`config.mk`:
```
export PLATFORM = sky130hd
export DESIGN_NAME = tube_number_gen
export DESIGN_NICKNAME = d
export VERILOG_FILES = /design/src/rtl/tube_pkg.sv /design/src/rtl/tube_number_gen_key_debounce.sv /design/src/rtl/tube_number_gen.sv
export SDC_FILE = /design/constraint.sdc
export NUM_CORES = 1
export LEC_CHECK = 0
export ABC_AREA = 1
export CORE_UTILIZATION = 53
export DETAILED_ROUTE_END_ITERATION = 6
export PLACE_DENSITY = 0.72
export SLEW_MARGIN = 25
export SYNTH_ARGS = -nofsm -noshare
export SYNTH_HDL_FRONTEND = slang
export SYNTH_SLANG_ARGS = --single-unit
```
`constraint.sdc`:
```
create_clock -name CLK -period 2.2 [get_ports CLK]
set_input_delay 0.44 -clock CLK [delete_from_list [all_inputs] [get_ports CLK]]
set_output_delay 0.44 -clock CLK [all_outputs]
set_load 0.01 [all_outputs]
```
`src/rtl/tube_pkg.sv`:
```
// Shared constants and types for the tube number generator and its key front-end.
package tube_pkg;

    typedef enum logic {
        DIR_UP   = 1'b0,
        DIR_DOWN = 1'b1
    } dir_t;

    localparam logic [7:0]  MAX_VALUE_DEFAULT    = 8'd99;
    localparam logic [24:0] TICK_DIV_DEFAULT     = 25'd25_000_000;
    localparam logic [19:0] DEBOUNCE_CNT_DEFAULT = 20'd1_000_000;

    // Modulo (max_value+1) step in either direction; value never exceeds max_value.
    function automatic logic [7:0] next_count(input logic [7:0] value,
                                              input dir_t       dir,
                                              input logic [7:0] max_value);
        logic [7:0] result;
        if (dir == DIR_UP)
            result = (value == max_value) ? 8'd0 : value + 8'd1;
        else
            result = (value == 8'd0) ? max_value : value - 8'd1;
        return result;
    endfunction

endpackage

```
`src/rtl/tube_number_gen_key_debounce.sv`:
```
// Button front-end: 2-flop synchroniser, optional debounce (TUBE_KEY_DEBOUNCE_EN),
// and a one-cycle press pulse on the accepted level falling 1->0.
module key_debounce
    import tube_pkg::*;
#(
    parameter logic [19:0] DEBOUNCE_CNT = DEBOUNCE_CNT_DEFAULT
) (
    input  logic clk,
    input  logic rst,
    input  logic key_n,
    output logic press
);

    logic sync_1;
    logic sync_2;
    logic stable;
    logic stable_d;

    always_ff @(posedge clk) begin
        if (rst) begin
            sync_1 <= 1'b1;
            sync_2 <= 1'b1;
        end else begin
            sync_1 <= key_n;
            sync_2 <= sync_1;
        end
    end

`ifdef TUBE_KEY_DEBOUNCE_EN
    logic [19:0] stable_cnt;

    // A new level is accepted only after it has differed from the stable level
    // for DEBOUNCE_CNT consecutive cycles; any return to the old level restarts.
    always_ff @(posedge clk) begin
        if (rst) begin
            stable     <= 1'b1;
            stable_cnt <= 20'd0;
        end else if (sync_2 == stable) begin
            stable_cnt <= 20'd0;
        end else if (stable_cnt == DEBOUNCE_CNT - 20'd1) begin
            stable     <= sync_2;
            stable_cnt <= 20'd0;
        end else begin
            stable_cnt <= stable_cnt + 20'd1;
        end
    end
`else
    assign stable = sync_2;
`endif

    always_ff @(posedge clk) begin
        if (rst) begin
            stable_d <= 1'b1;
            press    <= 1'b0;
        end else begin
            stable_d <= stable;
            press    <= stable_d & ~stable;
        end
    end

endmodule

```
`src/rtl/tube_number_gen.sv`:
```
// Modulo-(MAX_VALUE+1) up/down counter feeding Digital_Tube, paced by a prescaler tick,
// with pause and direction buttons. Key debounce is enabled by TUBE_KEY_DEBOUNCE_EN.
module tube_number_gen
    import tube_pkg::*;
#(
    parameter logic [24:0] TICK_DIV     = TICK_DIV_DEFAULT,
    parameter logic [19:0] DEBOUNCE_CNT = DEBOUNCE_CNT_DEFAULT,
    parameter logic [7:0]  MAX_VALUE    = MAX_VALUE_DEFAULT
) (
    input  logic       CLK,
    input  logic       RST,
    input  logic       Key_Pause_N,
    input  logic       Key_Dir_N,
    output logic [7:0] Number_Data,
    output logic       Update_Sig,
    output logic       Run_Sig
);

    logic        pause_evt;
    logic        dir_evt;
    logic [24:0] prescaler;
    logic        tick;
    dir_t        dir;

    key_debounce #(.DEBOUNCE_CNT(DEBOUNCE_CNT)) u_key_pause (
        .clk   (CLK),
        .rst   (RST),
        .key_n (Key_Pause_N),
        .press (pause_evt)
    );

    key_debounce #(.DEBOUNCE_CNT(DEBOUNCE_CNT)) u_key_dir (
        .clk   (CLK),
        .rst   (RST),
        .key_n (Key_Dir_N),
        .press (dir_evt)
    );

    assign tick = Run_Sig && (prescaler == TICK_DIV - 25'd1);

    // A tick coinciding with a pause or direction event still uses the old
    // run/direction state; the toggles take effect from the following cycle.
    always_ff @(posedge CLK) begin
        if (RST) begin
            prescaler   <= 25'd0;
            Number_Data <= 8'd0;
            Update_Sig  <= 1'b0;
            Run_Sig     <= 1'b1;
            dir         <= DIR_UP;
        end else begin
            Update_Sig <= 1'b0;

            if (Run_Sig && !pause_evt) begin
                if (tick)
                    prescaler <= 25'd0;
                else
                    prescaler <= prescaler + 25'd1;
            end else begin
                prescaler <= 25'd0;
            end

            if (tick) begin
                Number_Data <= next_count(Number_Data, dir, MAX_VALUE);
                Update_Sig  <= 1'b1;
            end

            if (pause_evt)
                Run_Sig <= ~Run_Sig;

            if (dir_evt)
                dir <= (dir == DIR_UP) ? DIR_DOWN : DIR_UP;
        end
    end

endmodule

```
==> metrics.txt, run 1 <==
outcome finished, final reports clean; number of clock sinks 44; Clock Skew 0.0114 ns; synthesized flop and latch total 44; vias 2305; H-Tree Depth 2; Util after Layout 62.7%; Post-Syn Area 2440 um2; HP Start u_key_pause.stable_d; num ports 14; register area 881 um2; Area Overhead vs Synth 12.7%; top post-synthesis cells by count nand2_1 (110), nor2_1 (81), dfxtp_1 (44); DR pass1 iterations 4; DRT Wirelength 5370 um; Post CTS Setup Buffer Count 0; Distinct cells, synth 24; maximum vdd drop 0.000461 V; GRT Util Overall 23.7%; DP HPWL 3920 um; number of synthesized flops with an enable pin 0; top_reg_cell synth dfxtp_1; Crit. End Element primary output; first-pass GRT wire length 9300 um; cell count after synthesis 380; DRC errors left 0; Leak Pwr 1.09 nW; register area share after synthesis 36.1%; wire per inst 12.0 um; core area 4380 um2; Worst Path Buf+Inv 1; Die H 69.9 um; CTS tree done; Hold Path Stages 2; input/output buffers 13; clock buffer count from CTS 5; fin nets 402; warnings from Yosys 0; clock latency on the worst-skew pair 0.30 ns; Core Rows 24; Root Buffer clkbuf_8; Worst Hold Class register to register; Slew Limit Fails 0; Fin. Hold Viols 0; worst reg2reg startpoint prescaler[0]; clock slew at reported path FFs 0.09 ns; initial core utilization 55.7%; critical path class register to primary output; reg2reg end prescaler[6]; worst-path fanout max 11; number of diodes 0; Synth area leaders dfxtp_1 (36%), nand2_1 (17%), nor2_1 (12%); Max stage delay on crit path 0.61 ns; Worst path slowest cell clkdlybuf4s50_1; Worst Path Required 1.76 ns; Peak Freq 529 MHz; Post-Syn Nets 388; cell taking the most area after synthesis dfxtp_1; end of the worst hold path u_key_pause.press; total negative slack 0 ns; initial antenna violation count 0; fin crit period 1.89 ns; First DRT Iteration DRCs 166; cell with the most instances after synthesis nand2_1; Async SR Flop Fraction 0%; period utilization 85.9%; Max-Cap Viols 0; multi-input logic area 1370 um2; Reg2Reg Depth 8; Fill cells 419; Top delay family on crit path buffers and inverters; hold slack 0.419 ns; Total Power 1.72 mW; setup slack, reg-to-reg 0.49 ns; Avg Cell Area, Syn 6.42 um2; vias in the first global route 2087; crit start category register; CP Depth 1; total grt overflow 0; Setup violations, final 0; WP data arrival 1.45 ns; RSZ-0062 raised after global routing no; post_cts resized 0; slew margin rel. 67.6%; largest net degree at the start of global routing 26; CTS max path bufs 2; Power Density 625 nW/um2; Hold Buf Count CTS 0; RePlAce Congestion 0.959; Final ANT Viol Nets 0; CP cell instances clkdlybuf4s50_1; DR vias/cell 5.16; die area 4880 um2; share of layout cells above drive strength 1 6.84%; Chip Width 69.9 um; Worst Tran Pin Value 0.485 ns; Synth top area share 36.1%
-- placed cells by master, fill, tap and decap left out, drive strengths merged --
master and n:
nor3 5, nand3b 1, nand3 20, or2 14, xnor2 4, ha 4, buf 1, xor2 11
o21ai 10, nor2 84, clkdlybuf4s50 13, a21oi 16, bufinv 3, nand4 10, dfxtp 44, inv 37
clkbuf 5, nand2 113
-- area by class of cell --
class                      count  share of cell area, %
timing repair buffer          14                   5.00
tap                           52                   2.37
clock buffer                   5                   2.50
clock inverter                 3                   3.28
inverter                      37                   5.05
sequential                    44                   32.0
multi-input combinational    292                   49.8
-- report_power, final --
| part | total (mW) | switching [mW] | internal [mW] |
|---|---|---|---|
| clock | 0.856 | 0.288 | 0.568 |
| sequential | 0.816 | 0.00843 | 0.807 |
| combinational | 0.0471 | 0.0276 | 0.0195 |
| total | 1.72 | 0.325 | 1.39 |
-- per-layer routing --
layer	up-vias	part of all wire, %	track usage [%]
met3	10	6.0	4.76
met4	0	1.3	7.56
met1	1031	47	31.2
met2	58	46	39.1
li1	1206	-	-
met5	-	0	0
-- cell families after synthesis --
| group | count (synthesis) | synth area share, % |
|---|---|---|
| DFF | 44 | 36.1 |
| adders and majority gates | 4 | 2.05 |
| xor gates and xnor gates | 15 | 5.38 |
| buffers and inverters | 44 | 7.84 |
| AOI/OAI and AO/OA | 26 | 5.33 |
| and+or+nand+nor | 247 | 43.3 |
-- how the worst max path moves through the flow --
stage | start | end | slack, ns
6_report | Number_Data[4] | Number_Data[4] | 0.31
5_1_grt | Number_Data[4] | Number_Data[4] | 0.23
4_1_cts | Number_Data[4] | Number_Data[4] | 0.32
3_5_place_dp | RST | prescaler[6] | 0.49
3_3_place_gp | RST | prescaler[7] | 0.52
2_1_floorplan | prescaler[0] | prescaler[15] | 0.78
-- sequential cells by signal, summed over array words and instances (netlist names) --
name,cells
Number_Data,8
Run_Sig,1
Update_Sig,1
dir,1
prescaler,25
u_key_dir.press,1
u_key_dir.stable,1
u_key_dir.stable_d,1
u_key_dir.sync_1,1
u_key_pause.press,1
u_key_pause.stable,1
u_key_pause.stable_d,1
u_key_pause.sync_1,1
-- tightest hold or removal path, stage by stage (launching register included) --
cell	delay, ns
dfxtp_1	0.31
inv_1	0.04
nor2_1	0.04
-- through the flow --
step	area (um2)	setup WS [ns]	cells
floorplan	2440	0.784	380
global placement	2590	0.519	439
detailed placement	2590	0.488	439
CTS	2750	0.316	447
global route	2750	0.231	447
finish	2750	0.309	447
Note: power is estimated with default switching activity, not from simulation.
==> run 2: changes to the inputs <==
Settings changed: GPL_TIMING_DRIVEN set to 0.
==> metrics.txt, run 2 (synthesized netlist as in run 1, its figures left out) <==
share of layout cells above drive strength 1 7.73% (+0.90 points); DR pass1 iterations 5 (+1); Worst Tran Pin Value 0.491 ns (+0.00659 ns); first-pass GRT wire length 9150 um (-1.6%); max FFs per register 25 (unchanged); Worst path slowest cell clkdlybuf4s50_1; RePlAce Congestion 0.927 (-3.3%); Crit. End Element primary output; vias 2320 (+0.65%); Top Usage Layer GRT met2; most frequent cells in the layout nand2_1 (110), nor2_1 (81), dfxtp_1 (44); fin nets 408 (+1.5%); number of diodes 0 (unchanged); DRT Wirelength 5380 um (+0.17%); WP data arrival 1.36 ns (-0.09 ns); DP HPWL 4040 um (+3.0%); worst slack at placement 0.444 ns (-0.0445 ns); core area 4380 um2 (unchanged); GRT Util Overall 23.4% (-0.38 points); period utilization 81.8% (-4.1 points); Power Density 552 nW/um2 (-12%); Max stage delay on crit path 0.58 ns (-0.03 ns); DP Area 2640 um2 (+1.7%); clock latency on the worst-skew pair 0.30 ns (about the same); Worst Path Buf+Inv 1 (unchanged); cell area after layout 2750 um2 (about the same); worst reg2reg startpoint prescaler[0]; Total Power 1.52 mW (-12%); Worst Path Required 1.76 ns (about the same); Worst Hold Class register to register; Hold Buf Count CTS 0 (unchanged); total negative slack 0 ns (unchanged); Final Worst Setup Slack 0.400 ns (+0.0901 ns); Setup violations, final 0 (unchanged); RSZ-0062 raised after global routing no; DR vias/cell 5.12 (-0.68%); fin crit period 1.80 ns (-0.0901 ns); outcome finished, final reports clean; Core Rows 24 (unchanged); Slew Limit Fails 0 (unchanged); clock buffer count from CTS 5 (unchanged); Top Registers prescaler (25), Number_Data (8); CTS max path bufs 2 (unchanged); Top delay family on crit path buffers and inverters; Leak Pwr 1.10 nW (+0.52%); initial core utilization 55.7% (unchanged); worst-path fanout max 8 (-3); vias in the first global route 2118 (+1.5%); maximum vdd drop 0.000496 V (+7.7%); die area 4880 um2 (unchanged); Post CTS Setup Buffer Count 0 (unchanged); post_cts resized 0 (unchanged); number of clock sinks 44 (unchanged); met3 Usage GRT 4.62% (-0.14 points); Die H 69.9 um (unchanged); H-Tree Depth 2 (unchanged); crit start category register; Fin. Hold Viols 0 (unchanged); met2 usage 37.8% (-1.3 points); Chip Width 69.9 um (unchanged); input/output buffers 13 (unchanged); Area Overhead vs Synth 12.7% (about the same); Max-Cap Viols 0 (unchanged); initial antenna violation count 0 (unchanged); num ports 14 (unchanged); Peak Freq 555 MHz (+5.0%); CP cell instances clkdlybuf4s50_1; most common cell after layout, fill and taps aside nand2_1; wire per inst 11.9 um (-1.2%); largest net degree at the start of global routing 16 (-38%); slew margin rel. 67.2% (-0.40 points); HP Start u_key_pause.stable_d; clock slew at reported path FFs 0.09 ns (about the same); Clock Skew 0.00709 ns (-0.00430 ns); worst setup path start Number_Data[3]; Root Buffer clkbuf_8; CTS tree done; First DRT Iteration DRCs 139 (-16%); Most flops, register prescaler; Final ANT Viol Nets 0 (unchanged); total grt overflow 0 (unchanged); DRC errors left 0 (unchanged); critical path class register to primary output; met1 GRT Util 31.9% (+0.70 points)
run 2: cell count changes in the layout (fill, tap and decap cells not counted):
cell	delta
buf_8	+2
bufinv_16	-2
buf_4	-1
buf_2	+3
inv_6	+1
clkinvlp_4	+1
clkbuf_1	+2
run 2: worst paths after layout:
check                      end  slack (ns)  depth (start not counted)
max reg2reg       prescaler[3]        0.50                          9
min          u_key_pause.press        0.41                          2
min reg2reg  u_key_pause.press        0.41                          2
max             Number_Data[3]        0.40                          1
run 2: cell type report:
cell class	count	area, um2
plain buffers	7	52.6
clock buffers	5	68.8
clock inverters	3	46.3
fillers	408	1630
inverters	37	139
multi-input cells	292	1370
flip-flops and latches	44	881
well taps	52	65.1
repair buffers	13	130
run 2: per-layer routing:
layer	up-vias	routed length, um
li1	1219	-
met3	10	276
met5	-	0
met1	1034	2690
met2	57	2330
met4	0	85
run 2: per-stage QoR:
stage / cells / hold slack, ns / utilization [%]
floorplan: 380 / 0.389 / -
global placement: 445 / 0.393 / 60.1
detailed placement: 445 / 0.394 / 60.1
CTS: 453 / 0.416 / 62.8
global route: 453 / 0.430 / 62.8
finish: 453 / 0.413 / 62.8
run 2: power breakdown:
part	leakage, nW	internal, mW	total, mW	switching [mW]
registers	0.356	0.808	0.814	0.00611
logic	0.688	0.0261	0.0583	0.0322
clock network	0.0548	0.342	0.646	0.303
total	1.10	1.18	1.52	0.342
